**src/rtl/ed_adaptive_detector.sv**
```systemverilog
// ed_adaptive_detector: lagged-difference energy spike detector with self-trained threshold.
// Optional refractory suppression after each spike is enabled by defining ED_REFRACTORY_EN.
module ed_adaptive_detector #(
  parameter int DATA_W     = 16,
  parameter int K_DELAY    = 2,
  parameter int TRAIN_LOG2 = 8,
  parameter int THR_SHIFT  = 3,
  parameter int THR_MIN    = 500,
  parameter int REFRACT    = 32
) (
  input  logic                       clk,
  input  logic                       rst,
  input  logic                       in_valid,
  input  logic signed [DATA_W-1:0]   data_in,
  input  logic                       retrain,
  output logic                       out_valid,
  output logic                       spike_detected,
  output logic [2*DATA_W+1:0]        energy,
  output logic [2*DATA_W+1:0]        threshold,
  output logic                       training_done
);
  localparam int EW = 2*DATA_W+2;
  localparam int AW = EW+TRAIN_LOG2;
  localparam int SW = EW+THR_SHIFT+1;
  localparam int CW = (TRAIN_LOG2 > 4 ? TRAIN_LOG2 : 4) + 1;
  typedef enum logic [1:0] {FILL, TRAIN, OPERATE} state_t;
  state_t state, state_n;
  logic signed [DATA_W-1:0] sbuf [K_DELAY+1];
  logic signed [DATA_W:0] d;
  logic signed [EW-1:0] dx;
  logic [EW-1:0] e, thr_new;
  logic [AW-1:0] acc, acc_n;
  logic [SW-1:0] sh;
  logic [CW-1:0] cnt;
  logic retr, fill_done, train_done, emit, hit;
  // sbuf[K_DELAY-1] still holds x[n-K] because the shift happens at this same edge
  assign d = {data_in[DATA_W-1], data_in} - {sbuf[K_DELAY-1][DATA_W-1], sbuf[K_DELAY-1]};
  assign dx = {{(EW-DATA_W-1){d[DATA_W]}}, d};
  assign e = $unsigned(dx * dx);
  assign acc_n = acc + AW'(e);
  assign sh = SW'(acc_n[AW-1:TRAIN_LOG2]) << THR_SHIFT;
  assign thr_new = (sh[SW-1:EW] != '0) ? '1 : (sh[EW-1:0] < EW'(THR_MIN)) ? EW'(THR_MIN) : sh[EW-1:0];
  assign retr = retrain && state != FILL;
  assign fill_done = in_valid && state == FILL && cnt == CW'(K_DELAY);
  assign train_done = in_valid && !retr && state == TRAIN && cnt == CW'((1 << TRAIN_LOG2) - 1);
  assign emit = in_valid && state == OPERATE && !retr;
  assign training_done = state == OPERATE;
`ifdef ED_REFRACTORY_EN
  localparam int RW = $clog2(REFRACT+2);
  logic [RW-1:0] refr;
  assign hit = e > threshold && refr == '0;
  always_ff @(posedge clk)
    if (rst || retr) refr <= '0;
    else if (emit) refr <= hit ? RW'(REFRACT) : (refr != '0) ? refr - 1'b1 : refr;
`else
  assign hit = e > threshold;
`endif
  always_comb state_n = (retr || fill_done) ? TRAIN : train_done ? OPERATE : state;
  always_ff @(posedge clk) begin
    if (rst) begin
      state <= FILL;
      for (int i = 0; i <= K_DELAY; i++) sbuf[i] <= '0;
      acc <= '0;
      cnt <= '0;
      energy <= '0;
      threshold <= EW'(THR_MIN);
      out_valid <= 1'b0;
      spike_detected <= 1'b0;
    end else begin
      state <= state_n;
      if (in_valid) begin
        sbuf[0] <= data_in;
        for (int i = 1; i <= K_DELAY; i++) sbuf[i] <= sbuf[i-1];
        energy <= e;
      end
      out_valid <= emit;
      spike_detected <= emit && hit;
      cnt <= (retr || fill_done || train_done) ? '0 : (in_valid && state != OPERATE) ? cnt + 1'b1 : cnt;
      acc <= (retr || fill_done) ? '0 : (in_valid && state == TRAIN) ? acc_n : acc;
      if (train_done) threshold <= thr_new;
    end
  end
endmodule
```
**config.mk**
```make
export PLATFORM = sky130hd
export DESIGN_NAME = ed_adaptive_detector
export DESIGN_NICKNAME = d
export VERILOG_FILES = /design/src/rtl/ed_adaptive_detector.sv
export SDC_FILE = /design/constraint.sdc
export NUM_CORES = 1
export LEC_CHECK = 0
export CORE_MARGIN = 1
export CORE_UTILIZATION = 45
export DETAILED_ROUTE_END_ITERATION = 7
export MAX_ROUTING_LAYER = met4
export SETUP_SLACK_MARGIN = 0.3
export SKIP_CTS_REPAIR_TIMING = 1
export SLEW_MARGIN = 0
export SYNTH_ARGS = -nofsm -noshare
export SYNTH_HDL_FRONTEND = slang
export SYNTH_SLANG_ARGS = --single-unit
```
**constraint.sdc**
```tcl
create_clock -name clk -period 17.6 [get_ports clk]
set_input_delay 3.52 -clock clk [delete_from_list [all_inputs] [get_ports clk]]
set_output_delay 3.52 -clock clk [all_outputs]
set_load 0.02 [all_outputs]
```
* Word-level counts from Yosys, hierarchy flattened
Memory sizes are Yosys's and may differ from the RTL's.
Index checks and enable logic that the tools add are counted.
** Word-level totals
- Bits in latches :: 0
- Memories :: 1
- Bits in registers :: 123
- Word-level logic and storage cells :: 55
- Memory bits (writable) :: 48
- ROM bits :: 0
** Memories
- sbuf :: depth 3, width 16, rd ports 2, clocked after memory_dff 0, wr ports 3, RTL line 28 : logic signed [DATA_W-1:0] sbuf [K_DELAY+1];
** Cells by class
- Muxes and demuxes :: 12
- Shift-type cells :: 0
- Divide/modulo/power cells :: 0
- Eq/ne operators :: 5
- Order comparisons :: 2
- Multiply operators :: 1
- Add/sub/neg operators :: 3
- Bitwise gates (word level) :: 3
- Reductions and logical operators :: 20
** Operators with widths (count)
- $mux 34 :: 2
- $mux 16 :: 3
- $add 42x34->42 :: 1
- $gt 34x34->1 :: 1
- $lt 34x9->1 const B :: 1
- $mul 17x17->34 :: 1
- $sub 16x16->17 :: 1
- $logic_and 1x1->1 :: 11
- $add 9x1->9 const B :: 1
- $eq 9x2->1 const B :: 1
- $eq 9x8->1 const B :: 1
- $mux 1 :: 7
- $reduce_bool 2->1 :: 2
- $reduce_bool 4->1 :: 1
- $reduce_or 2->1 :: 2
- $or 1x1->1 :: 3
- $eq 2x1->1 const B :: 1
- $eq 2x2->1 const B :: 1
- $logic_not 2->1 :: 1
- $logic_or 1x1->1 :: 2
- $ne 2x2->1 const B :: 1
- $logic_not 1->1 :: 1

* Depth between registers and ports, before layout
- Word-level depth :: 8
- Depth in mapped cells :: 48
- Mapped depth without buffers :: 46

* Worst setup path after synthesis
No wires, ideal clock.
- Path type :: input to register
- Start point :: in data_in[0]
- End point :: reg threshold[3]
- Buffers on the path :: 2
- Cell stages on the path :: 45
- Data arrival time :: 14.147 ns
- Path slack :: 3.328 ns
- Cell sequence :: inv_1 > ha_1 > fa_1 > nor2b_1 > o21ai_0 > a21boi_0 > o211ai_1 > a21oi_1 > a2111oi_0 > o31ai_1 > o211ai_1 > a22o_1 > clkinv_1 > buf_1 > nor2_1 > fa_1 > inv_1 > fa_1 > [9 not listed] > a21o_1 > a21oi_1 > nor2_1 > a221o_1 > nor2_1 > xnor2_1 > ha_1 > a21oi_1 > a21oi_1 > a311oi_1 > nand2_1 > o21a_4 > a311oi_2 > o22ai_1 > or4b_1 > or4_1 > buf_6 > o2bb2ai_1
** Between the ends
- Word-level cells in the longest chain between the ends :: 6
** RTL lines
- from (decl) :: RTL line 14 : input logic signed [DATA_W-1:0] data_in,
- $sub 16x16->17 * :: RTL line 37 : assign d = {data_in[DATA_W-1], data_in} - {sbuf[K_DELAY-1][DATA_W-1], sbuf[K_DELAY-1]};
- $mul 17x17->34 * :: RTL line 39 : assign e = $unsigned(dx * dx);
- via e[30] :: RTL line 31 : logic [EW-1:0] e, thr_new;
- $add 42x34->42 * :: RTL line 40 : assign acc_n = acc + AW'(e);
- $lt 34x9->1 :: RTL line 42 : assign thr_new = (sh[SW-1:EW] != '0) ? '1 : (sh[EW-1:0] < EW'(THR_MIN)) ? EW'(THR_MIN) : sh[EW-1:0];
- $mux 34 :: RTL line 42
- $mux 34 * :: RTL line 42
- to (signal assigned) :: RTL line 66 : threshold <= EW'(THR_MIN);
- to (signal assigned) :: RTL line 80 : if (train_done) threshold <= thr_new;
- to (decl) :: RTL line 19 : output logic [2*DATA_W+1:0] threshold,
Mark *: on every way through the listed nets, which the timed path passes. The rest lies on a longest branch.
A chain may end at the register's enable or synchronous reset.

* Worst setup path after layout
Same ends and word-level chain as after synthesis.

==> flow_summary.ini <==
[clocking]
clock_latency_ps = 470
ctsRootBufferMaster = clkbuf_16
cts_buffer_depth = 2
clkSinkCount = 153
cts_tree = built
numCtsBuffers = 17
cts.htree.levels = 4
path_clk_slew_ps = 70

[hold_path]
holdCritPathClass = reg -> reg

[timing]
skew_ps = 19.3
fin_crit_sh = 0.918
period_needed_ps = 16160
slew_headroom = 0.264
fmax_mhz = 61.9
drv_slew = 0
fin_tns_setup_ps = 0
rsz0062_at_grt = no
worst_pin_slew_ps = 1100
hold_viol_final = 0
finalSetupViolCount = 0

[critical_path]
crit_top_cell = fa_1
critical_path_class = in -> reg
critical_path_arrival_ps = 16490
crit_fanout = 25
endpoint_kind = register
cp_slowest_stage_delay_ps = 770
reg2reg_slack_ps = 4630
cp.required_ps = 17930
cp-start-kind = input pin
slowest_stage = fa_1

[synthesis]
syn_nets = 2603
synth_edf_count = 32
synth_flop_cell = dfxtp_1
ys_warn_count = 0
ys_ff_latch = 153
synthCells = 2143
synthArstFlopShare = 0
seq_area_frac_synth = 0.178
synth_cell_types = 83
syn_area_um2 = 19000
syn_area_per_cell_um2 = 8.89

[cells_and_area]
final_cell_mix = 390 x inv_1, 271 x fa_1, 234 x nor2_1
finalNetCount = 2661
final_common_cell = inv_1
layout-drive-gt1-share = 0.0416
syn_to_final_growth_pct = 10.7
n_antenna_cell = 0

[drt]
postRouteAntennaNets = 0
routedWlPerCell_um = 19.0
drc = 0
wirelength_um = 52300
dr.first_iter.drc_count = 966
via_per_inst = 5.42
vias = 14910
drt_first_pass_iters = 5

[die]
rows = 75
die_area_um2 = 43100
fp.dieW_um = 208
io_pins = 91
core_um2 = 41900
die_y_um = 208
start_util = 0.455

[placed_design]
dpl.hpwl_um = 42700
gp_congestion = 0.921
io_buffer_count = 89

[global_routing]
grt_pass1_vias = 15411
grt_use_total = 0.264
overflow = 0
grt_pass1_wl_um = 85600
antenna_found_initial = 0
grt_max_degree = 62

[run_status]
status = complete, no violations

[run]
drv_cap = 0
stage by stage:
step | instances | cell area [um^2] | util | setup WS (ps) | hold slack (ps)
5_1_grt | 2753 | 21100 | 0.504 | 584 | 479
3_3_place_gp | 2721 | 20500 | 0.490 | 1090 | 444
4_1_cts | 2753 | 21100 | 0.504 | 1440 | 462
2_1_floorplan | 2143 | 19000 | - | 3330 | 436
6_report | 2753 | 21100 | 0.504 | 1440 | 462
3_5_place_dp | 2721 | 20500 | 0.490 | 986 | 451
kinds of logic (layout without fill, tap and decap cells):
kind of cell             count (synthesis)  after routing  share of synthesized area
other                                    1              1                   0.000197
AND/OR/NAND/NOR                        590            590                      0.141
adder cells (fa/ha/maj)                440            440                      0.396
multiplexers                            22             22                     0.0116
AO/OA/AOI/OAI                          369            369                      0.135
XOR/XNOR                                96             96                     0.0441
buffers and inverters                  472            543                     0.0947
flip-flops                             153            153                      0.178
cells in the mapped netlist, types with 6 or more instances:
master,number,share of area
and3_1,11,0.0036
nand2_1,171,0.034
nor2_1,236,0.047
nor2b_1,11,0.0036
nand2b_1,16,0.0053
nand4_1,23,0.0076
a21oi_2,8,0.0037
ha_1,169,0.11
a21o_1,38,0.015
fa_1,271,0.28
edfxtp_1,32,0.050
o31ai_1,8,0.0032
xor2_1,29,0.013
or3_1,12,0.0039
o21ai_1,6,0.0016
mux2i_1,22,0.012
o21a_1,21,0.0083
and2_1,42,0.014
a31oi_1,7,0.0023
o21ai_0,46,0.012
nor4_1,9,0.0030
buf_2,6,0.0016
inv_1,390,0.077
nand3_1,11,0.0029
a22o_1,13,0.0060
a21oi_1,93,0.024
xnor2_1,67,0.031
nor3_1,30,0.0079
a221oi_1,16,0.0074
o21bai_1,14,0.0055
a211oi_1,26,0.010
a311oi_1,17,0.0078
clkbuf_1,64,0.013
dfxtp_1,121,0.13
critical path: cells and delay by family:
kind | cells | cell delay (ps)
AND/OR/NAND/NOR | 7 | 1880
AO/OA/AOI/OAI | 17 | 4170
XOR/XNOR | 1 | 330
buffers and inverters | 9 | 1510
adder cells (fa/ha/maj) | 10 | 5050
worst paths after layout:
kind / to / startpoint / depth (start not counted)
setup / recovery: threshold[3]$_SDFFE_PP0P_ / data_in[0] / 44
hold / removal: acc[33]$_SDFFE_PP0P_ / acc[33]$_SDFFE_PP0P_ / 2
setup reg to reg: threshold[3]$_SDFFE_PP0P_ / sbuf[0][16]$_SDFFCE_PN0P_ / 42
hold reg to reg: acc[33]$_SDFFE_PP0P_ / acc[33]$_SDFFE_PP0P_ / 2
routing by layer:
metal	vias to the layer above	wire [um]	GRT usage
li1	7092	-	-
met1	7352	24200	0.352
met2	391	24500	0.416
met3	75	2110	0.0369
met4	0	1460	0.0822
met5	-	0	-
registers in the layout (all words and copies together) (netlist names):
name,count
threshold,33
state,2
out_valid,1
cnt,9
sbuf,32
energy,33
acc,42
spike_detected,1
layout make-up:
class,count,area [um^2]
clock buffer,18,429
clock inverter,14,151
sequential,153,3380
tap,539,674
multi-input combinational,1518,13900
timing repair buffer,116,1080
fill,3935,20800
inverter,395,1480
Power is left out: the tool's default activity adds up to more than one toggle a clock period on the data nets, which glitch-free logic cannot reach.
